==> src/rtl/board_pkg.sv <==
// Shared checkerboard definitions: cell encodings, board geometry and the
// scanner state encoding. The memory reset block uses CELL_EMPTY from here.
package board_pkg;

    localparam int BOARD_ADDR_W = 6;
    localparam int BOARD_DEPTH  = 64;

    localparam logic [1:0] CELL_EMPTY = 2'b00;
    localparam logic [1:0] CELL_BLACK = 2'b01;
    localparam logic [1:0] CELL_WHITE = 2'b10;
    localparam logic [1:0] CELL_RSVD  = 2'b11;

    typedef enum logic [1:0] {
        ST_IDLE = 2'd0,
        ST_SCAN = 2'd1,
        ST_DONE = 2'd2
    } scan_state_e;

endpackage

==> src/rtl/board_state_scanner.sv <==
// Sweeps every cell of the checkerboard state RAM through its asynchronous
// read port, streams each cell out on a valid/ready interface and keeps
// per-colour counts. Level enable in, sticky done out, matching the memory
// reset block so the controller can sequence both the same way.
module board_state_scanner
    import board_pkg::*;
#(
    parameter int ADDR_W = BOARD_ADDR_W,
    parameter int DEPTH  = BOARD_DEPTH,
    parameter int CNT_W  = ADDR_W + 1
) (
    input  logic              clk,
    input  logic              rst,
    input  logic              en,
    output logic [ADDR_W-1:0] rd_addr,
    input  logic [1:0]        rd_data,
    output logic              out_valid,
    input  logic              out_ready,
    output logic [ADDR_W-1:0] out_addr,
    output logic [1:0]        out_data,
    output logic [CNT_W-1:0]  cnt_empty,
    output logic [CNT_W-1:0]  cnt_black,
    output logic [CNT_W-1:0]  cnt_white,
    output logic              bad_cell,
    output logic              done
);

    scan_state_e       state_q, state_d;
    logic [ADDR_W-1:0] addr_q, addr_d;
    logic              last_q, last_d;
    logic              valid_q, valid_d;
    logic [ADDR_W-1:0] out_addr_q, out_addr_d;
    logic [1:0]        out_data_q, out_data_d;
    logic [CNT_W-1:0]  cnt_empty_q, cnt_empty_d;
    logic [CNT_W-1:0]  cnt_black_q, cnt_black_d;
    logic [CNT_W-1:0]  cnt_white_q, cnt_white_d;
    logic              bad_q, bad_d;
    logic              fetch;

    // Next-state, fetch/accept decisions and the RAM read address.
    always_comb begin
        // NOTE: every signal driven here gets a default first; a path that
        // leaves one unassigned would infer a latch.
        state_d     = state_q;
        addr_d      = addr_q;
        last_d      = last_q;
        valid_d     = valid_q;
        out_addr_d  = out_addr_q;
        out_data_d  = out_data_q;
        cnt_empty_d = cnt_empty_q;
        cnt_black_d = cnt_black_q;
        cnt_white_d = cnt_white_q;
        bad_d       = bad_q;
        rd_addr     = '0;
        fetch       = 1'b0;

        case (state_q)
            ST_IDLE: begin
                // Start of a scan clears everything gathered by the last one.
                if (en) begin
                    state_d     = ST_SCAN;
                    addr_d      = '0;
                    last_d      = 1'b0;
                    cnt_empty_d = '0;
                    cnt_black_d = '0;
                    cnt_white_d = '0;
                    bad_d       = 1'b0;
                end
            end

            ST_SCAN: begin
                rd_addr = addr_q;
                if (!en) begin
                    // Abort: drop the pending beat, keep partial counts.
                    state_d = ST_IDLE;
                    valid_d = 1'b0;
                end else begin
                    // Load a new cell when the output register is free or
                    // being drained this cycle, until the last cell is out.
                    fetch = !last_q && (!valid_q || out_ready);
                    if (fetch) begin
                        out_data_d = rd_data;
                        out_addr_d = addr_q;
                        valid_d    = 1'b1;
                        case (rd_data)
                            CELL_EMPTY: cnt_empty_d = cnt_empty_q + CNT_W'(1);
                            CELL_BLACK: cnt_black_d = cnt_black_q + CNT_W'(1);
                            CELL_WHITE: cnt_white_d = cnt_white_q + CNT_W'(1);
                            default:    bad_d       = 1'b1;
                        endcase
                        if (addr_q == ADDR_W'(DEPTH - 1)) begin
                            last_d = 1'b1;
                        end else begin
                            addr_d = addr_q + ADDR_W'(1);
                        end
                    end else if (valid_q && out_ready && last_q) begin
                        // Final beat accepted with nothing left to fetch.
                        valid_d = 1'b0;
                        state_d = ST_DONE;
                    end
                end
            end

            ST_DONE: begin
                valid_d = 1'b0;
                if (!en) begin
                    state_d = ST_IDLE;
                end
            end

            default: begin
                state_d = ST_IDLE;
                valid_d = 1'b0;
            end
        endcase
    end

    // State and datapath registers, cleared asynchronously.
    always_ff @(posedge clk or posedge rst) begin
        // NOTE: sequential state uses non-blocking assignments so every
        // register samples the pre-edge values regardless of statement order.
        if (rst) begin
            state_q     <= ST_IDLE;
            addr_q      <= '0;
            last_q      <= 1'b0;
            valid_q     <= 1'b0;
            out_addr_q  <= '0;
            out_data_q  <= '0;
            cnt_empty_q <= '0;
            cnt_black_q <= '0;
            cnt_white_q <= '0;
            bad_q       <= 1'b0;
        end else begin
            state_q     <= state_d;
            addr_q      <= addr_d;
            last_q      <= last_d;
            valid_q     <= valid_d;
            out_addr_q  <= out_addr_d;
            out_data_q  <= out_data_d;
            cnt_empty_q <= cnt_empty_d;
            cnt_black_q <= cnt_black_d;
            cnt_white_q <= cnt_white_d;
            bad_q       <= bad_d;
        end
    end

    assign out_valid = valid_q;
    assign out_addr  = out_addr_q;
    assign out_data  = out_data_q;
    assign cnt_empty = cnt_empty_q;
    assign cnt_black = cnt_black_q;
    assign cnt_white = cnt_white_q;
    assign bad_cell  = bad_q;
    assign done      = (state_q == ST_DONE);

    // Each cell bumps at most one counter once per scan, so the total can
    // never pass the board size; no saturation is built in.
    logic [CNT_W+1:0] cnt_sum;
    assign cnt_sum = {2'b00, cnt_empty_q} + {2'b00, cnt_black_q} + {2'b00, cnt_white_q};

    cnt_bound_a: assert property (@(posedge clk) disable iff (rst)
        cnt_sum <= (CNT_W + 2)'(DEPTH));

endmodule
==> config.mk <==
export PLATFORM = sky130hd
export DESIGN_NAME = board_state_scanner
export DESIGN_NICKNAME = d
export VERILOG_FILES = /design/src/rtl/board_pkg.sv /design/src/rtl/board_state_scanner.sv
export SDC_FILE = /design/constraint.sdc
export NUM_CORES = 1
export LEC_CHECK = 0
export ABC_CLOCK_PERIOD_IN_PS = 2230
export CAP_MARGIN = 20
export CORE_ASPECT_RATIO = 1.5
export CORE_UTILIZATION = 25
export DETAILED_ROUTE_END_ITERATION = 12
export PLACE_DENSITY = 0.47
export SETUP_SLACK_MARGIN = 0.3
export SKIP_LAST_GASP = 1
export SYNTH_ARGS = -nofsm -noshare
export SYNTH_HDL_FRONTEND = slang
export SYNTH_SLANG_ARGS = --single-unit
export TNS_END_PERCENT = 100
==> constraint.sdc <==
create_clock -name clk -period 2.23 [get_ports clk]
set_input_delay 0.223 -clock clk [delete_from_list [all_inputs] [get_ports clk]]
set_output_delay 0.223 -clock clk [all_outputs]
set_load 0.005 [all_outputs]
==> flow_summary.yaml <==
logic_synthesis:
  synth.cell_area_sq_um: 2130
  async_flop_share: 1.00
  yosysWarnings: 0
  synthTopCellsByCount: "40 x dfrtp_1, 28 x nand2_1, 21 x o21ai_0"
  ys_ff_latch: 40
  yosysMostFrequentCell: "dfrtp_1"
  seq_area_frac_synth: 0.471
  syn_avg_cell_area_sq_um: 9.53
  synth_cells: 223
  synth_edf_count: 0
  synth_flop_cell: "dfrtp_1"
  ys_top_cells_by_area: "dfrtp_1 47%, nand2_1 4.9%, o21ai_0 4.9%, mux2_2 4.2%, nand3_1 3.1%"
  syn-num-nets: 233
  netlist.area_leader.share: 0.471
  yosys.area.top_type: "dfrtp_1"
  synth.distinct_cells: 47
finish:
  diodes: 0
  num-nets-final: 290
  final_util: 0.362
  syn2layout_area_growth_pct: 38.1
  layout-drive-gt1-share: 0.146
  final_area_sq_um: 2940
pwr:
  power_frac_seq: 0.423
  p_per_area_nw_per_um2: 709
  combPwrFrac: 0.188
  p_clk_frac: 0.388
  peakVddDrop_mv: 0.283
  p_leak_nw: 1.27
  p_sw_frac: 0.250
  switchingPower_mw: 0.521
  p_int_mw: 1.56
sta:
  setup_slack_ns: 0.384
  hold_viol: 0
  setup_viol: 0
  tightest_slew_ns: 0.529
  fmax_mhz: 542
  fin_setup_tns_ns: 0
  maxSlewViolCount: 0
  period_share: 0.828
  rsz0062_at_grt: "no"
  fin_crit_ns: 1.85
  slew_headroom: 0.647
  clock-skew-final_ns: 0.00366
worst_setup_path:
  r2r_cells: 5
  crit_slowest_cell: "clkdlybuf4s50_1"
  crit_path_start_kind: "flop"
  critPathMaxStageDelay_ns: 0.51
  worstPathCellList: "nor2b_1 -> buf_6 -> and2_1 -> clkdlybuf4s50_1"
  ff2ff_setup_slack_ns: 0.46
  regToRegEndpoint: "cnt_empty[6]"
  crit_start: "state_q[1]"
  required_ns: 2.01
  critPathKind: "flop to primary output"
  end_kind: "primary output"
  cp_max_fo: 9
  critPathCapture: "rd_addr[4]"
  arrival_ns: 1.62
  reg2reg_from: "state_q[1]"
routing:
  wire_per_inst_um: 15.0
  via_count: 1913
  drc: 0
  wirelength_um: 5790
  drtIter0Drc: 80
  first_pass_iters: 4
  detail_route.vias_per_cell: 4.96
  ant_nets: 0
placed_design:
  dp_hpwl_um: 4260
  gp_congestion: 0.817
  placed_cell_area_sq_um: 2740
  port_buffers: 43
  place_ws_ns: 0.221
clock_tree:
  cts.htree.levels: 2
  path_clk_slew_ns: 0.06
  insertion_delay_ns: 0.28
  cts_buffers: 5
  cts_tree: "done"
  hold_buffers: 0
  root_buffer: "clkbuf_16"
  clock_path_buffers: 2
  clkSinkCount: 40
grt:
  grt_overflow: 0
  grt_pass1_vias: 1907
  grt_start_max_net_pins: 41
  antenna_found_initial: 0
  grt_use_total: 0.140
  grt_pass1_wl_um: 9600
job:
  maxCapViolations: 0
run_status:
  status: "finished, final reports clean"
die:
  die_w_um: 77.3
  ioPinCount: 44
  core-area_sq_um: 8110
  die_h_um: 115
  dieArea_sq_um: 8880
  start_util: 0.262
  core.rowCount: 40
hold_path:
  hold_path_class: "input port to async pin"
## stage by stage
| stage | std cells | hold WS [ns] | total power, mW |
|---|---|---|---|
| floorplan | 223 | 0.345 | 1.06 |
| CTS | 386 | 0.405 | 2.12 |
| detailed placement | 374 | 0.482 | 1.29 |
| global route | 386 | 0.439 | 2.20 |
| finish | 386 | 0.382 | 2.08 |
| global placement | 374 | 0.474 | 1.28 |
## cells by family (layout without fill, tap and decap cells)
logic type,after synthesis,in the layout,share of synthesized area
buffers and inverters,13,71,0.0300
DFF,40,40,0.471
and+or+nand+nor,99,99,0.254
muxes,10,10,0.0518
AOI/OAI and AO/OA,57,57,0.170
adders and majority gates,4,4,0.0235
## per-layer routing
metal / part of all wire / vias up / GRT usage
li1: - / 936 / -
met1: 0.41 / 925 / 0.153
met2: 0.54 / 43 / 0.258
met3: 0.039 / 9 / 0.0333
met4: 0.018 / 0 / 0.0579
met5: 0 / - / 0
## worst min-delay path by stage
stage,to,slack [ns],cells past startpoint,from
3_3_place_gp,cnt_white[6],0.47,1,cnt_white[6]
2_1_floorplan,state_q[1],0.35,1,en
6_report,cnt_white[0],0.38,3,rst
4_1_cts,cnt_white[1],0.41,3,rst
3_5_place_dp,cnt_white[6],0.48,1,cnt_white[6]
5_1_grt,cnt_white[0],0.44,3,rst
## worst max-delay path, delay by kind of cell, from the launching register on
kind	cells	cell delay [ns]
buffers and inverters	2	0.65
AND/OR/NAND/NOR	2	0.29
flip-flops	1	0.40
## timing repair
action | CTS | global route
gates resized for setup | 3 | 0
setup endpoints to repair | 6 | 0
hold endpoints to repair | 0 | 0
buffers inserted | 4 | 0
## registers in the layout (all words and copies together), names as in the netlist
signal	count
addr_q	6
bad_cell	1
cnt_black	7
cnt_empty	7
cnt_white	7
last_q	1
out_addr	6
out_data	2
out_valid	1
state_q	2
## power groups by stage
stage,combinational [mW],clock [mW],sequential (mW)
6_report,0.392,0.808,0.881
5_1_grt,0.437,0.869,0.898
4_1_cts,0.400,0.835,0.883
3_5_place_dp,0.391,0,0.897
3_3_place_gp,0.389,0,0.894
2_1_floorplan,0.178,0,0.884
## layout by cell type, fill, tap and decap left out, types with 3 or more instances in the layout
cell type,n
and3_1,5
a31oi_1,9
nand2b_1,3
nor2b_1,5
nand2_1,28
ha_1,4
nor3b_1,3
and2_1,8
a21oi_1,5
o21ai_0,21
nor3_1,4
or4_1,3
buf_4,17
nand4_1,3
dfrtp_1,38
clkbuf_16,5
o31ai_1,3
clkdlybuf4s50_1,43
mux2_2,8
o211ai_1,4
nor2_1,13
nand3_1,13
## final cells by class
type | instances | area [sq um]
clock buffer | 6 | 129
clock inverter | 2 | 35.0
fill | 850 | 5170
inverter | 2 | 7.51
multi-input combinational | 170 | 1060
sequential | 40 | 1000
tap | 105 | 131
timing repair buffer | 61 | 569
Power figures use the tool's default switching activity.
==> RTL change (config.mk and constraints unchanged) <==
The 3 states of `scan_state_e` get a one-hot encoding in 3 bits.
--- a/src/rtl/board_pkg.sv
+++ b/src/rtl/board_pkg.sv
@@ -11,8 +11,8 @@
     localparam logic [1:0] CELL_RSVD  = 2'b11;
 
-    typedef enum logic [1:0] {
-        ST_IDLE = 2'd0,
-        ST_SCAN = 2'd1,
-        ST_DONE = 2'd2
+    typedef enum logic [2:0] {
+        ST_IDLE = 3'b001,
+        ST_SCAN = 3'b010,
+        ST_DONE = 3'b100
     } scan_state_e;
 
Formal check against the unedited RTL: same outputs for any inputs over 10 cycles, from zero or initial values and one cycle with rst high; not proved beyond that.
==> RTL change against the original RTL <==
- design area increased by 8.5%
- sequential cell count is 1 higher
- area after synthesis about the same
- maximum frequency shrank 6.9%
- die area about the same
- count of clock-buffer cells in the layout stayed put
- total power grew 15%
- setup slack got worse by 140 ps
- utilization rose by 3.1 points
- sequential share of layout area decreased by 1.9 points
- clock skew increased by 1.1 ps
- wire length rose by 3.4%
- sequential power up 3.3%
==> RTL change: results (changes against the original RTL) <==
power:
  switching_share_pct: 27.8  # +2.8 points
  ir_drop_v: 0.000399  # +41%
  p_clk_share_pct: 35.8  # -3.0 points
  pg_comb_mw: 0.624  # +59%
cells_and_area:
  fin_cells: 405  # +4.9%
  final_nets: 309  # +6.6%
  multi_input_cells: 167  # -1.8%
  fill_cells: 833  # -2.0%
  final-clk-cell-share_pct: 5.54  # -0.044 points
  multi_input_area_share_pct: 35.3  # -0.78 points
  drive_gt1_share_pct: 23.0  # +8.4 points
  seq_cells: 41  # +2.5%
  buffer_area_share_pct: 21.3  # +1.9 points
  seq_area_share_pct: 32.2  # -1.9 points
  buffers_excl_clock: 72  # +18%
yosys:
  synthTopCellsByArea: "dfrtp_1, nand2_1, o21ai_0, a21oi_1, o22a_1"
  netlist_instances: 232  # +4.0%
  muxShareOfSynthArea_pct: 1.94  # -3.2 points
  syn_nets: 242  # +3.9%
  yosys.area_share.xor_xnor_pct: 0.412  # +0.41 points
  synth-compound-area-share_pct: 18.6  # +1.5 points
  yosys-top-cells-count: "nand2_1, dfrtp_1, o21ai_0"
  ys_seq_area_share_pct: 48.4  # +1.3 points
  synth_fa_ha_area_share_pct: 2.36  # about the same
worst_setup_path:
  rr_worst_depth: 4  # -1
  cp_data_arrival_time_ps: 2190  # +570 ps
  critPathCapture: "cnt_black[1]"
  ff2ff_setup_slack_ps: 250  # -210 ps
  r2r-end: "cnt_black[1]"
  crit_fanout: 7  # -2
grt:
  grt_pass1_wl_mm: 9.85  # +2.6%
  grt_max_degree: 42  # +2.4%
  grt_use_total_pct: 14.2  # +0.12 points
outcome:
  outcome: "completed"
drt:
  totalWireLength_mm: 5.98  # +3.4%
  first_iter_violations: 73  # -8.8%
  post_drt_via_cell_ratio: 4.80  # -3.2%
timing:
  worst_pin_slew_ps: 540  # +11.1 ps
  fin_skew_ps: 4.79  # +1.13 ps
placement:
  dp_cells: 384  # +2.7%
[RTL change: what timing repair did]
| item | CTS | global route |
|---|---|---|
| gates cloned | 1 | 0 |
| buffers inserted | 6 | 6 |
| hold endpoints to repair | 0 | 0 |
| endpoints found under the setup margin | 41 | 34 |
| pin swaps | 3 | 7 |
| gates resized for setup | 15 | 21 |
[RTL change: metrics by stage]
stage	power [mW]	utilization [%]	hold slack [ps]	instance area (µm²)	setup WS (ps)
finish	2.39	39.3	376	3190	248
global route	2.51	39.3	465	3190	180
CTS	2.37	37.9	416	3080	186
detailed placement	1.43	34.3	462	2780	161
global placement	1.43	34.3	467	2780	186
floorplan	1.18	-	328	2170	183
[RTL change: per-layer routing]
metal / part of all wire, % / global-route usage [%]
met1: 43 / 16.0
met2: 53 / 26.1
met3: 2.6 / 2.78
met4: 1.4 / 5.41
met5: 0 / 0
[RTL change: critical path, cell delays in order, from the launching register on]
cell and delay [ps]:
dfstp_2 390, or4b_4 550, or3_4 470, o21ai_4 270
mux2i_1 220
